--- config.mk ---
export PLATFORM = sky130hd
export DESIGN_NAME = if_stage
export DESIGN_NICKNAME = d
export VERILOG_FILES = /design/src/rtl/if_stage_pkg.sv /design/src/rtl/if_id_pr.sv /design/src/rtl/if_stage.sv
export SDC_FILE = /design/constraint.sdc
export NUM_CORES = 1
export LEC_CHECK = 0
export ABC_CLOCK_PERIOD_IN_PS = 4900
export CAP_MARGIN = 5
export CORE_MARGIN = 5
export CORE_UTILIZATION = 45
export DETAILED_ROUTE_END_ITERATION = 8
export PLACE_DENSITY = 0.77
export SLEW_MARGIN = 20
export SYNTH_ARGS = -nofsm -noshare
export SYNTH_HDL_FRONTEND = slang
export SYNTH_SLANG_ARGS = --single-unit
--- constraint.sdc ---
create_clock -name clk -period 4.9 [get_ports clk]
set_input_delay 0.735 -clock clk [delete_from_list [all_inputs] [get_ports clk]]
set_output_delay 0.735 -clock clk [all_outputs]
set_load 0.01 [all_outputs]
--- src/rtl/if_stage_pkg.sv ---
// ============================================================================
// Module      : if_stage_pkg
// Description : Shared constants and fetch FSM state encoding for the IF stage.
// Revision    : 1.0 - initial release
// ============================================================================
`default_nettype none

package if_stage_pkg;

    localparam logic [31:0] c_NOP_INSTR = 32'h0000_0013;
    localparam logic [31:0] c_RESET_PC  = 32'h0000_0000;

    typedef enum logic [1:0] {
        S_REQ  = 2'd0,
        S_WAIT = 2'd1,
        S_HOLD = 2'd2,
        S_DROP = 2'd3
    } if_state_e;

endpackage

`default_nettype wire

--- src/rtl/if_id_pr.sv ---
// ============================================================================
// Module      : if_id_pr
// Description : IF/ID pipeline register with load, hold and bubble controls.
// Revision    : 1.0 - initial release
// ============================================================================
`default_nettype none

module if_id_pr
    import if_stage_pkg::*;
#(
    parameter logic [31:0] NOP_INSTR = c_NOP_INSTR
) (
    input  logic        clk,
    input  logic        rst,
    input  logic        load_i,
    input  logic        bubble_i,
    input  logic [31:0] pc_i,
    input  logic [31:0] instr_i,
    output logic [31:0] pc_o,
    output logic [31:0] instr_o,
    output logic        valid_o
);

    logic [31:0] pc_q;
    logic [31:0] instr_q;
    logic        valid_q;

    // A bubble keeps the previous PC so decode still sees a sensible address.
    always_ff @(posedge clk) begin
        if (rst) begin
            pc_q    <= 32'h0;
            instr_q <= NOP_INSTR;
            valid_q <= 1'b0;
        end else if (bubble_i) begin
            instr_q <= NOP_INSTR;
            valid_q <= 1'b0;
        end else if (load_i) begin
            pc_q    <= pc_i;
            instr_q <= instr_i;
            valid_q <= 1'b1;
        end
    end

    assign pc_o    = pc_q;
    assign instr_o = instr_q;
    assign valid_o = valid_q;

endmodule

`default_nettype wire

--- src/rtl/if_stage.sv ---
// ============================================================================
// Module      : if_stage
// Description : RV32I instruction fetch: PC, one-outstanding imem FSM, IF/ID.
// Revision    : 1.0 - initial release
// ============================================================================
`default_nettype none

module if_stage
    import if_stage_pkg::*;
#(
    parameter logic [31:0] RESET_PC  = c_RESET_PC,
    parameter logic [31:0] NOP_INSTR = c_NOP_INSTR
) (
    input  logic        clk,
    input  logic        rst,
    input  logic        stall,
    input  logic        branch_taken,
    input  logic [31:0] branch_target,
    output logic        imem_req_valid,
    input  logic        imem_req_ready,
    output logic [31:0] imem_addr,
    input  logic        imem_rsp_valid,
    input  logic [31:0] imem_rsp_data,
    output logic [31:0] IF_ID_PC,
    output logic [31:0] IF_ID_instr,
    output logic        IF_ID_valid
);

    if_state_e   state_q, state_d;
    logic [31:0] pc_q, pc_d;
    logic [31:0] hold_q, hold_d;
    logic        w_load;
    logic        w_bubble;
    logic [31:0] w_instr;
    logic [31:0] w_target;

    assign w_target = branch_target & ~32'h3;

    always_ff @(posedge clk) begin
        if (rst) begin
            state_q <= S_REQ;
            pc_q    <= RESET_PC;
            hold_q  <= 32'h0;
        end else begin
            state_q <= state_d;
            pc_q    <= pc_d;
            hold_q  <= hold_d;
        end
    end

    always_comb begin
        state_d  = state_q;
        pc_d     = pc_q;
        hold_d   = hold_q;
        w_load   = 1'b0;
        w_bubble = 1'b0;
        w_instr  = imem_rsp_data;

        if (branch_taken) begin
            // Redirect overrides stall; any in-flight fetch is wrong-path.
            pc_d     = w_target;
            w_bubble = 1'b1;
            unique case (state_q)
                S_REQ:   state_d = imem_req_ready ? S_DROP : S_REQ;
                S_WAIT:  state_d = imem_rsp_valid ? S_REQ : S_DROP;
                S_HOLD:  state_d = S_REQ;
                S_DROP:  state_d = imem_rsp_valid ? S_REQ : S_DROP;
                default: state_d = S_REQ;
            endcase
        end else begin
            unique case (state_q)
                S_REQ: begin
                    if (imem_req_ready) state_d = S_WAIT;
                end
                S_WAIT: begin
                    if (imem_rsp_valid) begin
                        if (stall) begin
                            hold_d  = imem_rsp_data;
                            state_d = S_HOLD;
                        end else begin
                            w_load  = 1'b1;
                            pc_d    = pc_q + 32'd4;
                            state_d = S_REQ;
                        end
                    end
                end
                S_HOLD: begin
                    w_instr = hold_q;
                    if (!stall) begin
                        w_load  = 1'b1;
                        pc_d    = pc_q + 32'd4;
                        state_d = S_REQ;
                    end
                end
                S_DROP: begin
                    if (imem_rsp_valid) state_d = S_REQ;
                end
                default: state_d = S_REQ;
            endcase
            // With nothing to hand over, decode gets a bubble rather than a stale word.
            if (!stall && !w_load) w_bubble = 1'b1;
        end
    end

    assign imem_req_valid = (state_q == S_REQ) && !rst;
    assign imem_addr      = pc_q;

    if_id_pr #(
        .NOP_INSTR (NOP_INSTR)
    ) u_if_id_pr (
        .clk      (clk),
        .rst      (rst),
        .load_i   (w_load),
        .bubble_i (w_bubble),
        .pc_i     (pc_q),
        .instr_i  (w_instr),
        .pc_o     (IF_ID_PC),
        .instr_o  (IF_ID_instr),
        .valid_o  (IF_ID_valid)
    );

endmodule

`default_nettype wire

After elaboration in Yosys (flattened, before gate mapping) --
Cells that the tools add are included.
Cells by class: add/sub/neg operators 1, multipliers 0, divide/modulo/power cells 0, $lt $le $gt $ge 0, equality and inequality tests 8, shift operators 0, muxes and demuxes 23, bitwise gates (word level) 2, reduce and logical (&&, ||, !) cells 16
Operators with widths (number):
- $mux W32 | 5
- $pmux W32 S2 | 1
- $add A32 B3 Y32 const B | 1
- $mux W2 | 8
- $ne A3 B3 Y1 const B | 4
- $pmux W2 S4 | 1
- $reduce_and A4 Y1 | 2
- $mux W1 | 6
- $pmux W2 S3 | 1
- $reduce_and A2 Y1 | 3
- $reduce_or A2 Y1 | 3
- $eq A2 B2 Y1 const B | 2
- $logic_not A1 Y1 | 3
- $reduce_bool A3 Y1 | 1
- $eq A2 B1 Y1 const B | 1
- $logic_and A1 B1 Y1 | 2
- $logic_not A2 Y1 | 1
- $ne A2 B2 Y1 const B | 1
- $not A1 Y1 | 2
- $pmux W1 S2 | 1
- $reduce_bool A2 Y1 | 1
Word-level totals: bits in registers 131, latch bits 0, bits in writable memories 0, memory bits (read-only) 0, input bits 70, memories 0

Depth between registers and ports, before layout --
Gate-level depths: netlist of the first run.
depth in word-level cells 10, depth in mapped cells 9, mapped depth without buffers 7

Cells and area by module --
Synthesis of the first run repeated with hierarchy kept, for this count alone.
Unflattened totals: cells, all modules 707, area, all modules 6236.0 um^2
Modules (own cells, without submodules):
- if_stage | instances 1, cells each 454, area an instance 3580.9 um^2, sequential area each 1281.2 um^2
- if_id_pr | instances 1, cells each 253, area an instance 2655.0 um^2, sequential area each 1301.2 um^2

Least setup slack after synthesis of the first run --
OpenSTA, ideal clock, no wires.
kind in2out, start in rst, end out imem_req_valid, data arrival time 1.378 ns, slack 2.787 ns, stages on the path 3, buffers on the path 2, cells stage by stage clkbuf_1 clkbuf_1 nor2_1
Between the ends: word-level cells in the longest chain between the ends 2
Ends and longest elaborated chain:
- start, declared | RTL line if_stage.sv:15 | input logic rst,
- $logic_not A1 Y1 | RTL line if_stage.sv:105 | assign imem_req_valid = (state_q == S_REQ) && !rst;
- $logic_and A1 B1 Y1 | RTL line if_stage.sv:105
- end, declared | RTL line if_stage.sv:19 | output logic imem_req_valid,
No other way between the ends.

Worst setup path after layout of the first run --
start in branch_taken, end reg u_if_id_pr.instr_q[4] (netlist: u_if_id_pr.instr_o[4])
Between the ends: word-level cells in the longest chain between the ends 2, elaborated cells between the ends (all ways) 4
Ends and longest elaborated chain:
- start, declared | RTL line if_stage.sv:17 | input logic branch_taken,
- $mux W1 | RTL line if_stage.sv:59 | if (branch_taken) begin
- $reduce_or A2 Y1 (no source line)
- end signal, assigned | RTL line if_id_pr.sv:39 | instr_q <= instr_i;
- end, declared | RTL line if_id_pr.sv:25 | logic [31:0] instr_q;
Parallel ways exist; a longest one is shown, timed or not. A chain may end at the register's enable or synchronous reset.

==> results of run 1 <==
==> through the flow <==
stage / area (um^2) / total power, mW / utilization (%)
after floorplan: 5490 / 1.262 / -
after global placement: 7128 / 1.396 / 59.59
after detailed placement: 7128 / 1.404 / 59.59
after CTS: 7735 / 2.692 / 64.67
after global routing: 7735 / 2.764 / 64.67
final: 7735 / 2.668 / 64.67
==> critical path, cell delays in order <==
cell             delay [ns]
clkdlybuf4s50_1        0.76
inv_1                  0.24
buf_4                  0.48
nand2_1                0.16
nand2_1                0.12
nand2_2                0.38
a211o_1                0.41
==> kinds of logic (layout without fill, tap and decap cells) <==
kind of cell             count (synthesis)  after routing
AO/OA/AOI/OAI                          137            137
other                                    1              4
multiplexers                            36             36
adder cells (fa/ha/maj)                  6              6
AND/OR/NAND/NOR                        263            263
buffers and inverters                   60            207
XOR/XNOR                                26             26
flip-flops                             127            127
==> worst max path at each step <==
stage	end	slack, ns	cells after the start
final	u_if_id_pr.instr_o[4]	1.89	7
after global routing	u_if_id_pr.instr_o[5]	1.68	7
after CTS	u_if_id_pr.instr_o[4]	1.92	7
after detailed placement	u_if_id_pr.instr_o[1]	1.48	7
after global placement	u_if_id_pr.instr_o[1]	1.56	7
after floorplan	imem_req_valid	2.79	3
==> layout make-up <==
class	count	area, um^2
clock buffer	24	501.7
timing repair buffer	167	1654
tap	147	183.9
inverter	10	37.54
multi-input combinational	472	2710
fill	976	4227
sequential	127	2542
clock inverter	6	105.1
==> metal layers <==
layer,vias to the layer above,track usage [%],wire [um]
met5,-,0,0
met4,0,8.994,284
met3,26,7.951,1266
li1,2521,-,-
met1,2392,24.92,6423
met2,185,35.12,7335
==> sequential cells by signal (all words and copies together), names as in the netlist <==
register	cells
u_if_id_pr.pc_o	30
u_if_id_pr.valid_o	1
state_q	2
hold_q	32
u_if_id_pr.instr_o	32
imem_addr	30
==> cells in the final DEF, fill, tap and decap left out, drive strengths merged, types with 3 or more instances in the layout <==
cell | synthesis | layout
clkdlybuf4s50 | 0 | 160
nand2 | 145 | 145
dfxtp | 127 | 127
a21oi | 73 | 73
nor2 | 62 | 62
a211oi | 50 | 50
mux2i | 34 | 34
clkbuf | 37 | 24
xor2 | 16 | 16
nand4 | 13 | 13
nand3 | 12 | 12
inv | 10 | 10
xnor2 | 10 | 10
nor3 | 8 | 8
buf | 13 | 7
ha | 6 | 6
and3 | 5 | 5
o21ai | 5 | 5
a211o | 4 | 4
conb | 1 | 4
nor4 | 4 | 4
and4 | 3 | 3
clkinv | 0 | 3
bufinv | 0 | 3
nor4b | 3 | 3
==> report_power, final <==
group	leakage, nW	internal (mW)	switching, mW	total, mW
Sequential	1.03	1.06	0.0356	1.10
Clock	0.302	0.858	0.425	1.28
Combinational	1.54	0.146	0.142	0.287
==> metrics.txt, run 1 <==
status=finished, final reports clean; Cells after DPL=923; slew margin rel.=33.00%; mux cell area share after synthesis=6.691%; worst vdd ir=0.2418 mV; Max Freq=332.6 MHz; die area=14,480 um^2; xor and xnor area share after synthesis=4.156%; reg2reg start=state_q[1]; Seq/Total Area, Yosys=46.40%; chip width=120.3 um; dominant cell type by area after synthesis=dfxtp_1; Initial Utilization=45.81%; cell count after synthesis=656; post-synth cell types=42; Routed WL=15,310 um; CTS tree=done; top post-synthesis cells by area=dfxtp_1 46%, nand2_1 9.9%, a211oi_1 6.9%; hold depth=2; Critical Path RT=5.20 ns; Synth Flop Type=dfxtp_1; count of final hold-check violations=0; TritonCTS Sinks=127; Layout Skew=0.005523 ns; PD cells=344.9 nW/um^2; Die Ht=120.3 um; kind of critical path=in -> reg; Final #Nets=871; top post-synthesis cells by count=144 x nand2_1, 127 x dfxtp_1, 73 x a21oi_1; HP Start=u_if_id_pr.pc_o[15]; Async SR Flop Fraction=0%; min Tclk post-route=3.007 ns; drt wl/cell=16.06 um; postcts setup bufs=0; reg-to-reg endpoint=u_if_id_pr.instr_o[4]; worst skew pair latency=0.41 ns; Hold Path Class=reg -> reg; Avg Synthesized Cell Area=8.352 um^2; measured slew at the worst slew-check pin=1.001 ns; share of layout cells above drive strength 1=5.955%; r2r setup slk=2.45 ns; worst hold slack=0.4514 ns; Synth warnings=0; diode count=0; post-route ant nets=0; Synth Area in Compound Gates=15.28%; final setup vio count=0; kind of end point of the critical path=flip-flop; clk buf depth=2; vias in the first global route=5,094; initial drt markers=345; hold_buf cts=0; Register-to-Register Path Depth=7; post-route setup slack=1.893 ns; synthesized area=5479 um^2; post-cts sizing count=0; Final Non-Filler Cells=953; Slew Limit Fails=0; TritonRoute pass-1 iters=5; CP Launch Type=primary input; Tcrit/Tclk final=61.37%; cts bufs inserted=17; Max-Cap Viols=0; Tot GR Track Use=21.30%; Area Growth Syn to Fin=41.17%; Clk pin slew, worst setup/hold paths=0.05 ns; Synth Area in Simple Gates=21.44%; initial antenna violation count=0; largest net degree at the start of global routing=94; Core Area=11,960 um^2; EDFF count, synth=0; adder-cell share of the synthesized area=1.370%; vias per inst=5.377; H-tree Lvls=4; I/O Pins=168; RSZ-0062 raised after global routing=no; largest family of logic cells by synthesized area=simple AND/OR/NAND/NOR gates; DRC errors left=0; clk root buf=clkbuf_16; final setup TNS=0 ns; WP data arrival=3.31 ns; hold path endpoint=u_if_id_pr.pc_o[15]; Yosys reg bits=127; count leader, synth=nand2_1; first-pass GRT wire length=24,760 um; DP Worst Slack=1.482 ns; Placer Congestion=0.8212; Overflow after GRT=0; CP Launch Point=branch_taken; Synth top area share=46.40%; Rows=40; HPWL after DPL=10,210 um; I/O Buffers=161; Leak=2.871 nW; DR vias=5,124; Max FO, Critical Path=56
Power figures use the tool's default switching activity.
==> inputs of run 2 (changes only) <==
Settings changed: ABC_CLOCK_PERIOD_IN_PS 4900 to 2600, CORE_UTILIZATION 45 to 42, PLACE_DENSITY 0.77 to 0.76.
Clock period 4.9 ns to 2.6 ns, I/O delays scaled along.
==> metrics.txt, run 2 (same netlist as run 1, synthesis figures left out) <==
met2 WL post-DR=7749 um (+5.6%); Slew Limit Fails=0 (unchanged); Register-to-Register Path Depth=8 (+1); CP Launch Type=flip-flop; Max FO, Critical Path=24 (-57%); TritonRoute pass-1 iters=5 (unchanged); drt wl/cell=15.99 um (-0.47%); kind of end point of the critical path=flip-flop; die area=15,430 um^2 (+6.5%); CP peak stage delay=0.51 ns (-0.25 ns); DR vias=5,172 (+0.94%); Core Area=12,720 um^2 (+6.4%); hold path endpoint=u_if_id_pr.pc_o[4]; initial drt markers=317 (-8.1%); max layer used=met4; most frequent cells in the layout=160 x clkdlybuf4s50_1, 143 x nand2_1, 127 x dfxtp_1; Final Non-Filler Cells=989 (+3.8%); count of final hold-check violations=0 (unchanged); Max-Cap Viols=0 (unchanged); post-cts sizing count=0 (unchanged); I/O Pins=168 (unchanged); diode count=0 (unchanged); hold_buf cts=0 (unchanged); Rows=41 (+2.5%); slowest stage cell on the critical path=or4b_1; hold depth=2 (unchanged); TritonCTS Sinks=127 (unchanged); post-route ant nets=0 (unchanged); Placer Congestion=0.7827 (-4.7%); Final #Nets=880 (+1.0%); most common cell after layout, fill and taps aside=clkdlybuf4s50_1; DRC errors left=0 (unchanged); CTS tree=done; Overflow after GRT=0 (unchanged); Max Freq=436.8 MHz; RSZ-0062 raised after global routing=no; clk buf depth=2 (unchanged); postcts setup bufs=0 (unchanged); final setup TNS=0 ns (unchanged); Tot GR Track Use=20.01% (-1.3 points); WP data arrival=2.60 ns (-0.71 ns); largest net degree at the start of global routing=79 (-16%); clk root buf=clkbuf_16; HPWL after DPL=11,120 um (+8.9%); CP cell instances=inv_1 > ha_1 > a21oi_1 > or4b_1 > nand2_1 > nand2_2 > buf_12 > a211oi_1; PD cells=637.5 nW/um^2 (+85%); vias per inst=5.230 (-2.7%); I/O Buffers=161 (unchanged); kind of critical path=reg -> reg; Leak=2.918 nW (+1.7%); cts bufs inserted=17 (unchanged); Die Ht=124.2 um (+3.2%); chip width=124.2 um (+3.2%); Met3 Wirelength=1214 um (-4.1%); Critical Path RT=2.91 ns (-2.29 ns); reg-to-reg endpoint=u_if_id_pr.instr_o[6]; Buffers & Inverters on Critical Path=2 (-1); Hold Path Class=in -> reg; Layout Skew=0.008120 ns (+0.002597 ns); worst vdd ir=0.3252 mV (+34%); # fillers=1,117 (+14%); status=finished, final reports clean; Tcrit/Tclk final=88.05%; measured slew at the worst slew-check pin=0.7121 ns (-0.2894 ns); initial antenna violation count=0 (unchanged); vias in the first global route=5,237 (+2.8%); Area Growth Syn to Fin=43.53%; r2r setup slk=0.31 ns (-2.14 ns); first-pass GRT wire length=25,880 um (+4.5%); worst skew pair latency=0.41 ns (about the same); final setup vio count=0 (unchanged); Initial Utilization=43.07% (-2.7 points); H-tree Lvls=4 (unchanged); min Tclk post-route=2.289 ns; Cells after DPL=957 (+3.7%); share of layout cells above drive strength 1=7.222% (+1.3 points); Routed WL=15,810 um (+3.3%); Clk pin slew, worst setup/hold paths=0.05 ns (about the same); slew margin rel.=52.53% (+20 points); reg2reg start=state_q[1]; WL met1=6647 um (+3.5%); HP Start=rst; Worst path top cell family by delay=simple AND/OR/NAND/NOR gates
## run 2: changes by cell type in the layout (fill, tap and decap cells not counted), sizes merged
cell      before  now
buf            7   16
clkbuf        24   21
clkinv         3    6
clkinvlp       0    2
## run 2: report_power, final
part	internal (mW)	switching, mW	total [mW]
Combinational	0.290	0.275	0.565
Sequential	2.00	0.0654	2.07
Clock	1.55	0.833	2.38
Total	3.84	1.17	5.01
## run 2: routing by layer
layer  up-vias  GRT usage (%)
met5         -              0
met2       174          33.75
met1      2428          23.38
met3        19          7.633
met4         0          6.576
li1       2551              -
## run 2: per-stage QoR
| stage | worst slack (ns) | utilization [%] | hold WS (ns) | area, um^2 | total power, mW |
|---|---|---|---|---|---|
| finish | 0.3107 | 61.81 | 0.3662 | 7864 | 5.013 |
| global route | 0.1553 | 61.81 | 0.3704 | 7864 | 5.202 |
| CTS | 0.3108 | 61.81 | 0.3515 | 7864 | 5.065 |
| detailed placement | 0.1607 | 57.10 | 0.4462 | 7264 | 2.667 |
| global placement | 0.2791 | 57.10 | 0.4406 | 7264 | 2.649 |
| floorplan | 0.6628 | - | 0.4357 | 5490 | 2.379 |
## run 2: how the worst max path moves through the flow
stage	startpoint	endpoint	cells after the start
final	state_q[1]	u_if_id_pr.instr_o[6]	8
after global routing	state_q[1]	u_if_id_pr.instr_o[6]	8
after CTS	state_q[1]	u_if_id_pr.instr_o[6]	8
after detailed placement	imem_rsp_valid	u_if_id_pr.instr_o[6]	7
after global placement	imem_rsp_valid	imem_addr[17]	6
after floorplan	state_q[1]	imem_addr[17]	7
## run 2: area by class of cell
type	instances	area [um^2]	area share (%)
well taps	172	215.2	2.737
flip-flops and latches	127	2542	32.33
repair buffers	176	1759	22.37
multi-input cells	472	2710	34.46
clock buffers	21	460.4	5.855
inverters	10	37.54	0.4773
clock inverters	11	138.9	1.766
==> inputs of run 3 (changes only) <==
Settings changed: CELL_PAD_IN_SITES_DETAIL_PLACEMENT from default to 1, CELL_PAD_IN_SITES_GLOBAL_PLACEMENT from default to 1, CORE_ASPECT_RATIO from default to 0.75, CORE_UTILIZATION 42 to 31, PLACE_DENSITY 0.76 to 0.77, SETUP_SLACK_MARGIN from default to 0.3.
==> metrics.txt, run 3 (same netlist as run 1, synthesis figures left out) <==
status=finished, final reports clean; Leak=2.943 nW (+0.83%); I/O Pins=168 (unchanged); TritonCTS Sinks=127 (unchanged); Final #Nets=887 (+0.80%); DR vias=5,131 (-0.79%); Initial Utilization=31.31% (-12 points); clk root buf=clkbuf_16; Crit path depth=6 (-2); Tcrit/Tclk final=82.17% (-5.9 points); clk buf depth=2 (unchanged); final setup vio count=0 (unchanged); Worst path top cell family by delay=simple AND/OR/NAND/NOR gates; Max FO, Critical Path=6 (-75%); Critical Path RT=2.93 ns (+0.02 ns); Clk pin slew, worst setup/hold paths=0.06 ns (about the same); TritonRoute pass-1 iters=4 (-1); slew margin rel.=29.57% (-23 points); CTS tree=done; Die Ht=125.1 um (+0.74%); Cells after DPL=1,034 (+8.0%); HPWL after DPL=12,860 um (+16%); Core Area=17,500 um^2 (+38%); Hold Path Class=in -> reg; vias in the first global route=5,354 (+2.2%); postcts setup bufs=0 (unchanged); Core Util, Final=45.72% (-16 points); measured slew at the worst slew-check pin=1.056 ns (+0.3444 ns); worst skew pair latency=0.42 ns (about the same); kind of end point of the critical path=flip-flop; Slew Limit Fails=0 (unchanged); Placer Congestion=0.7998 (+2.2%); first-pass GRT wire length=29,300 um (+13%); cts bufs inserted=17 (unchanged); hold depth=4 (+2); count of final hold-check violations=0 (unchanged); Routed WL=18,100 um (+14%); Rows=42 (+2.4%); placed instance area=7380 um^2 (+1.6%); WL met1=8880 um (+34%); CP cell instances=ha_1 > nand4_1 > nor2_1 > nand4_1 > xor2_1 > a211oi_1; H-tree Lvls=4 (unchanged); r2r setup slk=0.46 ns (+0.15 ns); post-cts sizing count=1 (+1); chip width=163.5 um (+32%); I/O Buffers=161 (unchanged); max layer used=met5; worst vdd ir=0.3749 mV (+15%); RSZ-0062 raised after global routing=yes; slowest stage cell on the critical path=dfxtp_1; Overflow after GRT=0 (unchanged); share of layout cells above drive strength 1=8.617% (+1.4 points); Max Freq=468.1 MHz (+7.2%); Layout Skew=0.006828 ns (-0.001292 ns); Register-to-Register Path Depth=6 (-2); Buffers & Inverters on Critical Path=0 (-2); final setup TNS=0 ns (unchanged); total chip power=5.008 mW (-0.10%); Max-Cap Viols=0 (unchanged); crit-path most repeated cell=nand4_1; final instance area=8000 um^2 (+1.7%); WP data arrival=2.46 ns (-0.14 ns); PD cells=626.0 nW/um^2 (-1.8%); Area Growth Syn to Fin=46.02%; CP Launch Type=flip-flop; DRC errors left=0 (unchanged); post-route ant nets=0 (unchanged); hold_buf cts=0 (unchanged); kind of critical path=reg -> reg; Final Non-Filler Cells=1,067 (+7.9%); die area=20,460 um^2 (+33%); most frequent cells in the layout=159 x clkdlybuf4s50_1, 143 x nand2_1, 127 x dfxtp_1; CP peak stage delay=0.44 ns (-0.07 ns); Met3 Wirelength=1104 um (-9.1%); # fillers=2,039 (+83%); most common cell after layout, fill and taps aside=clkdlybuf4s50_1; min Tclk post-route=2.136 ns (-0.1530 ns); largest net degree at the start of global routing=92 (+16%); initial drt markers=255 (-20%); drt wl/cell=16.96 um (+6.1%); met2 WL post-DR=7885 um (+1.8%); Tot GR Track Use=17.92% (-2.1 points); vias per inst=4.809 (-8.0%); initial antenna violation count=2 (+2)
run 3: path summary, 6_finish.rpt:
path	from	endpoint
max	imem_addr[3]	imem_addr[12]
min	rst	imem_addr[23]
min reg2reg	hold_q[30]	hold_q[30]
max reg2reg	imem_addr[3]	imem_addr[12]
run 3: layout make-up:
| type | instances | area [um^2] | area share, % |
|---|---|---|---|
| Sequential cell | 127 | 2542 | 31.78 |
| Tap cell | 242 | 302.8 | 3.785 |
| Clock buffer | 21 | 480.5 | 6.006 |
| Clock inverter | 11 | 106.4 | 1.329 |
| Antenna cell | 1 | 2.502 | 0.03128 |
| Multi-Input combinational cell | 472 | 2739 | 34.24 |
| Inverter | 10 | 37.54 | 0.4692 |
| Timing Repair Buffer | 183 | 1789 | 22.36 |
run 3: per-layer routing:
metal	vias to the layer above	global-route usage [%]
li1	2563	-
met1	2445	24.62
met2	102	26.78
met3	19	6.184
met4	2	5.079
met5	-	0
run 3: power breakdown:
part           leakage, nW  total [mW]  internal, mW  switching [mW]
clock                0.282        2.36          1.42           0.938
sequential            1.03        2.06          2.00          0.0644
combinational         1.63       0.583         0.295           0.289
total                 2.94        5.01          3.72            1.29
run 3: worst reg2reg max path, delay by kind of cell, from the launching register on:
family	cells	cell delay, ns
compound gates	1	0.23
xor+xnor	1	0.18
fa+ha+maj	1	0.26
flops	1	0.44
simple gates	3	0.95
run 3: through the flow:
stage	setup WS (ns)	hold slack, ns
after global placement	0.2518	0.4408
after CTS	0.3243	0.3264
after floorplan	0.6628	0.4357
after detailed placement	0.1273	0.4461
after global routing	0.2948	0.3367
final	0.4637	0.3456
